$ cat config.mk
export PLATFORM = sky130hd
export DESIGN_NAME = multi_cycle_ctrl
export DESIGN_NICKNAME = d
export VERILOG_FILES = /design/src/rtl/multi_cycle_ctrl.sv
export SDC_FILE = /design/constraint.sdc
export NUM_CORES = 1
export LEC_CHECK = 0
export CELL_PAD_IN_SITES_DETAIL_PLACEMENT = 0
export CELL_PAD_IN_SITES_GLOBAL_PLACEMENT = 1
export CORE_ASPECT_RATIO = 1.4
export CORE_UTILIZATION = 33
export DETAILED_ROUTE_END_ITERATION = 12
export GPL_ROUTABILITY_DRIVEN = 0
export PLACE_DENSITY_LB_ADDON = 0.1
export SYNTH_ARGS = -nofsm -noshare
export SYNTH_HDL_FRONTEND = slang
export SYNTH_SLANG_ARGS = --single-unit
$ cat constraint.sdc
create_clock -name clk -period 4.2 [get_ports clk]
set_input_delay 0.84 -clock clk [delete_from_list [all_inputs] [get_ports clk]]
set_output_delay 0.84 -clock clk [all_outputs]
set_load 0.03 [all_outputs]
$ cat src/rtl/multi_cycle_ctrl.sv
// Multi-cycle MIPS-subset control FSM (FETCH/DECODE/EXEC/MEM/WB) with registered outputs.
// Optional retired-instruction counter compiled in by defining CTRL_RETIRE_CNT_EN.
module multi_cycle_ctrl (
   input  logic        clk,
   input  logic        reset,
   input  logic [5:0]  OPCode,
   input  logic [5:0]  Funct,
   output logic        IRWrite,
   output logic        PCWrite,
   output logic [1:0]  RegDst,
   output logic        ALUSrc,
   output logic        RegWrite,
   output logic        MemWrite,
   output logic [1:0]  MemToReg,
   output logic        ExtOp,
   output logic [1:0]  nPC_sel,
   output logic [2:0]  ALUCtrl,
   output logic        retire,
   output logic [31:0] instr_cnt,
   output logic [2:0]  state
);

   typedef enum logic [2:0] {
      S_FETCH = 3'd0, S_DECODE = 3'd1, S_EXEC = 3'd2, S_MEM = 3'd3, S_WB = 3'd4
   } state_t;

   typedef enum logic [3:0] {
      C_NOP = 4'd0, C_ADDU = 4'd1, C_SUBU = 4'd2, C_ORI = 4'd3, C_LW = 4'd4,
      C_SW = 4'd5, C_BEQ = 4'd6, C_LUI = 4'd7, C_JAL = 4'd8, C_JR = 4'd9
   } cls_t;

   function automatic cls_t classify(input logic [5:0] op, input logic [5:0] fn);
      cls_t c;
      case (op)
         6'b000000: begin
            case (fn)
               6'b100001: c = C_ADDU;
               6'b100011: c = C_SUBU;
               6'b001000: c = C_JR;
               default:   c = C_NOP;
            endcase
         end
         6'b001101: c = C_ORI;
         6'b100011: c = C_LW;
         6'b101011: c = C_SW;
         6'b000100: c = C_BEQ;
         6'b001111: c = C_LUI;
         6'b000011: c = C_JAL;
         default:   c = C_NOP;
      endcase
      return c;
   endfunction

   function automatic state_t final_state(input cls_t c);
      state_t s;
      case (c)
         C_ADDU, C_SUBU, C_ORI, C_LUI, C_LW: s = S_WB;
         C_SW:                               s = S_MEM;
         C_BEQ, C_JAL, C_JR:                 s = S_EXEC;
         default:                            s = S_DECODE;
      endcase
      return s;
   endfunction

   state_t      state_q, state_d;
   logic        hold_q, hold_d;
   logic [5:0]  op_q, op_d, fn_q, fn_d;
   cls_t        cls_q, cls_d;

   logic        irwrite_d, pcwrite_d, regwrite_d, memwrite_d, alusrc_d, extop_d;
   logic [1:0]  regdst_d, memtoreg_d, npc_sel_d;
   logic [2:0]  aluctrl_d;

   assign cls_q = classify(op_q, fn_q);
   assign cls_d = classify(op_d, fn_d);

   // Next state; hold_q keeps FETCH for one cycle after reset so IRWrite is seen right after release
   always_comb begin
      state_d = state_q;
      hold_d  = 1'b0;
      op_d    = op_q;
      fn_d    = fn_q;
      if (hold_q) begin
         state_d = S_FETCH;
      end else begin
         case (state_q)
            S_FETCH: begin
               state_d = S_DECODE;
               op_d    = OPCode;
               fn_d    = Funct;
            end
            S_DECODE: state_d = (cls_q == C_NOP) ? S_FETCH : S_EXEC;
            S_EXEC: begin
               if (final_state(cls_q) == S_EXEC) begin
                  state_d = S_FETCH;
               end else begin
                  state_d = (cls_q == C_LW || cls_q == C_SW) ? S_MEM : S_WB;
               end
            end
            S_MEM:   state_d = (cls_q == C_LW) ? S_WB : S_FETCH;
            S_WB:    state_d = S_FETCH;
            default: state_d = S_FETCH;
         endcase
      end
   end

   // Output values for the state being entered, so the output flops line up with state_q
   always_comb begin
      irwrite_d  = (state_d == S_FETCH);
      pcwrite_d  = (state_d == final_state(cls_d));
      regwrite_d = (state_d == S_WB) || (state_d == S_EXEC && cls_d == C_JAL);
      memwrite_d = (state_d == S_MEM) && (cls_d == C_SW);
      regdst_d   = 2'b00;
      alusrc_d   = 1'b0;
      memtoreg_d = 2'b00;
      extop_d    = 1'b0;
      npc_sel_d  = 2'b00;
      aluctrl_d  = 3'b000;
      if (state_d == S_EXEC || state_d == S_MEM || state_d == S_WB) begin
         case (cls_d)
            C_ADDU: regdst_d = 2'b01;
            C_SUBU: begin regdst_d = 2'b01; aluctrl_d = 3'b001; end
            C_ORI:  begin alusrc_d = 1'b1; aluctrl_d = 3'b010; end
            C_LW:   begin alusrc_d = 1'b1; memtoreg_d = 2'b01; extop_d = 1'b1; end
            C_SW:   begin alusrc_d = 1'b1; extop_d = 1'b1; end
            C_BEQ:  begin extop_d = 1'b1; aluctrl_d = 3'b001; npc_sel_d = 2'b01; end
            C_LUI:  begin alusrc_d = 1'b1; memtoreg_d = 2'b10; end
            C_JAL:  begin regdst_d = 2'b10; memtoreg_d = 2'b11; npc_sel_d = 2'b10; end
            C_JR:   npc_sel_d = 2'b11;
            default: regdst_d = 2'b00;
         endcase
      end else begin
         aluctrl_d = 3'b000;
      end
   end

   // State, latched instruction fields and registered outputs
   always_ff @(posedge clk) begin
      if (!reset) begin
         state_q  <= S_FETCH;
         hold_q   <= 1'b1;
         op_q     <= 6'd0;
         fn_q     <= 6'd0;
         IRWrite  <= 1'b0;
         PCWrite  <= 1'b0;
         RegWrite <= 1'b0;
         MemWrite <= 1'b0;
         retire   <= 1'b0;
         RegDst   <= 2'b00;
         ALUSrc   <= 1'b0;
         MemToReg <= 2'b00;
         ExtOp    <= 1'b0;
         nPC_sel  <= 2'b00;
         ALUCtrl  <= 3'b000;
      end else begin
         state_q  <= state_d;
         hold_q   <= hold_d;
         op_q     <= op_d;
         fn_q     <= fn_d;
         IRWrite  <= irwrite_d;
         PCWrite  <= pcwrite_d;
         RegWrite <= regwrite_d;
         MemWrite <= memwrite_d;
         retire   <= pcwrite_d;
         RegDst   <= regdst_d;
         ALUSrc   <= alusrc_d;
         MemToReg <= memtoreg_d;
         ExtOp    <= extop_d;
         nPC_sel  <= npc_sel_d;
         ALUCtrl  <= aluctrl_d;
      end
   end

   assign state = state_q;

`ifdef CTRL_RETIRE_CNT_EN
   logic [31:0] cnt_q;

   // Retired-instruction counter, wraps naturally at 32 bits
   always_ff @(posedge clk) begin
      if (!reset) begin
         cnt_q <= 32'd0;
      end else if (retire) begin
         cnt_q <= cnt_q + 32'd1;
      end else begin
         cnt_q <= cnt_q;
      end
   end

   assign instr_cnt = cnt_q;
`else
   assign instr_cnt = 32'd0;
`endif

endmodule

==> impl_metrics.env <==
export IMPL_fin_cells=345
export IMPL_num_vias=1679
export IMPL_postPlaceCellArea_um2=2180
export IMPL_maxSlewHeadroom=0.270
export IMPL_p_per_area_nw_per_um2=310
export IMPL_synth_top_flop_cell="dfxtp_1"
export IMPL_whs_ns=0.469
export IMPL_setup_violations=0
export IMPL_slowest_delay_ns=0.92
export IMPL_wirelength_um=4600
export IMPL_ctsResizeCount=0
export IMPL_critical_path_top_delay_family="compound AO/OA/AOI/OAI gates"
export IMPL_cp_data_arrival_time_ns=3.82
export IMPL_ys_warn_count=0
export IMPL_wl_per_cell_um=13.3
export IMPL_drc=0
export IMPL_design_area_um2=2270
export IMPL_synthCells=244
export IMPL_report_final_slew_viol_count=0
export IMPL_rsz0062_at_grt="false"
export IMPL_slowest_stage="a2111oi_0"
export IMPL_final_min_clock_period_ns=3.66
export IMPL_tns_ns=0
export IMPL_fin_crit_sh=0.871
export IMPL_crit_fanout=7
export IMPL_cts_setup_buffers=0
export IMPL_die_y_um=92.6
export IMPL_max_cap_violations=0
export IMPL_critPathBufInv=2
export IMPL_first_iter_violations=80
export IMPL_cts_sinks=30
export IMPL_design_core_area_um2=5570
export IMPL_cts_tree="done"
export IMPL_worstPathRequired_ns=4.37
export IMPL_cts_root_buffer="clkbuf_8"
export IMPL_cp_end_kind="register"
export IMPL_ys_ff_latch=30
export IMPL_initial_core_util=0.348
export IMPL_total_leakage_power_nw=0.892
export IMPL_syn2layout_area_growth_pct=17.3
export IMPL_cts_buffers=5
export IMPL_postCtsHoldBufs=0
export IMPL_syn_area_per_cell_um2=7.93
export IMPL_antenna_found_initial=0
export IMPL_grt_total_usage=0.157
export IMPL_drive_gt1_frac=0.0830
export IMPL_die_w_um=66.7
export IMPL_htree_levels=2
export IMPL_rows=32
export IMPL_clk_path_buf_depth=2
export IMPL_hold_violations=0
export IMPL_outcome="complete, no violations"
export IMPL_grt_pass1_wl_um=7280
export IMPL_skew_ns=0.00340
export IMPL_synth_edf_count=0
export IMPL_hpwl_um=3570
export IMPL_ys_types=54
export IMPL_synth_area_um2=1940
export IMPL_fp_dieArea_um2=6180
export IMPL_clkTransAtPathRegs_ns=0.06
export IMPL_viasPerCell=4.87
export IMPL_cp_start_kind="input pin"
export IMPL_dp_cells=337
export IMPL_ir_drop_v=0.000139
export IMPL_port_buffers=31
export IMPL_grt_max_degree=19
export IMPL_nNetsFinal=297
export IMPL_synth_seq_area_share=0.310
export IMPL_async_flop_share=0
export IMPL_worstHoldPathType="reg2reg"
export IMPL_clk_latency_ns=0.28
export IMPL_path_cells="clkdlybuf4s50_1 -> or3_1 -> or4_1 -> a22oi_1 -> a2111oi_0 -> inv_1 -> ha_1 -> mux2i_1 -> nor3b_1 -> o221a_1"
export IMPL_dr_pass1_iters=4
export IMPL_fmax_ghz=0.273
export IMPL_num_io_pins=65
export IMPL_grt_ovfl_total=0
export IMPL_drtAntennaViolNets=0
export IMPL_path_class="in2reg"
export IMPL_worst_pin_slew_ns=1.07
export IMPL_diodes=0
export IMPL_grt_pass1_vias=1584
==> worst paths after layout <==
path | to | startpoint | cells after the start | slack [ns]
min | fn_q[3] | fn_q[3] | 2 | 0.47
min reg2reg | fn_q[3] | fn_q[3] | 2 | 0.47
max reg2reg | retire | hold_q | 10 | 0.70
max | retire | OPCode[3] | 10 | 0.54
==> logic make-up after synthesis <==
family	count (synthesis)	share of synthesized area
compound gates	52	0.184
fa+ha+maj	7	0.0452
buf+inv	51	0.169
flops	30	0.310
mux	2	0.0103
other cells	1	0.00194
simple gates	101	0.279
==> registers in the layout, indices dropped and copies added, names as in the netlist <==
register  cells
RegWrite      1
ALUCtrl       2
fn_q          6
ALUSrc        1
hold_q        1
MemWrite      1
MemToReg      2
retire        1
state         3
op_q          6
ExtOp         1
RegDst        2
IRWrite       1
nPC_sel       2
==> layout by cell type (no fill, tap or decap), types with 2 or more instances in the layout <==
master and count:
nand3_1 2, nor3b_1 2, a21oi_1 21, nor4_2 2
nor2_1 16, nor2b_1 4, clkdlybuf4s50_1 31, a211oi_1 2
dfxtp_1 30, o2111ai_1 2, nand2_1 38, and3b_1 3
or4_1 3, nor4_1 3, or3_1 3, mux2i_1 2
o21ai_0 6, and2_1 4, a22oi_1 2, conb_1 33
o21a_1 2, nor3_1 7, inv_1 11, ha_1 7
buf_4 2, nand4_1 2, nand2b_1 2, clkbuf_8 6
nor3_2 3
==> per-layer routing <==
layer / part of all wire / track usage / vias up
met5: 0 / 0 / -
met4: 0.017 / 0.0656 / 0
met3: 0.038 / 0.0333 / 6
met2: 0.53 / 0.281 / 44
met1: 0.41 / 0.171 / 782
li1: - / - / 847
==> worst reg2reg max path: stages, from the launching register on <==
cell and delay, ns:
dfxtp_1 0.35, or4_1 0.71, buf_4 0.27, or4_1 0.56, a22oi_1 0.29, a2111oi_0 0.20, inv_1 0.14, ha_1 0.28
mux2i_1 0.14, o21ba_2 0.22, o221a_1 0.24
==> cells in the mapped netlist, drive strengths merged, types with 2 or more instances <==
cell type / count / area share
nand2: 38 / 0.074
buf: 36 / 0.14
dfxtp: 30 / 0.31
a21oi: 22 / 0.063
nor2: 16 / 0.031
inv: 11 / 0.021
nor3: 10 / 0.034
o21ai: 8 / 0.023
ha: 7 / 0.045
nor4: 5 / 0.023
and2: 4 / 0.013
clkbuf: 4 / 0.0078
nor2b: 4 / 0.013
or4: 4 / 0.017
and3b: 3 / 0.014
or3: 3 / 0.0097
a211oi: 2 / 0.0078
a22oi: 2 / 0.0078
mux2i: 2 / 0.010
nand2b: 2 / 0.0065
nand3: 2 / 0.0052
nand4: 2 / 0.0065
nor3b: 2 / 0.0078
o2111ai: 2 / 0.0091
o21a: 2 / 0.0078
==> stage by stage <==
step	setup slack, ns	power, W	utilization
global route	0.201	0.000742	0.408
detailed placement	0.245	0.000475	0.392
CTS	0.530	0.000715	0.408
finish	0.541	0.000704	0.408
global placement	0.357	0.000476	0.392
floorplan	1.01	0.000455	-
==> where the power goes <==
part	switching [W]	internal (W)
combinational	0.000108	0.0000535
clock	0.000103	0.000132
sequential	0.0000124	0.000295
total	0.000224	0.000481
==> area by class of cell <==
cell class / instances / area, um2
inverters: 11 / 41.3
clock inverters: 1 / 5.00
fillers: 591 / 3290
multi-input cells: 195 / 1130
flip-flops and latches: 30 / 601
clock buffers: 7 / 86.3
repair buffers: 33 / 325
well taps: 68 / 85.1
(Power assumes the default switching activity.)
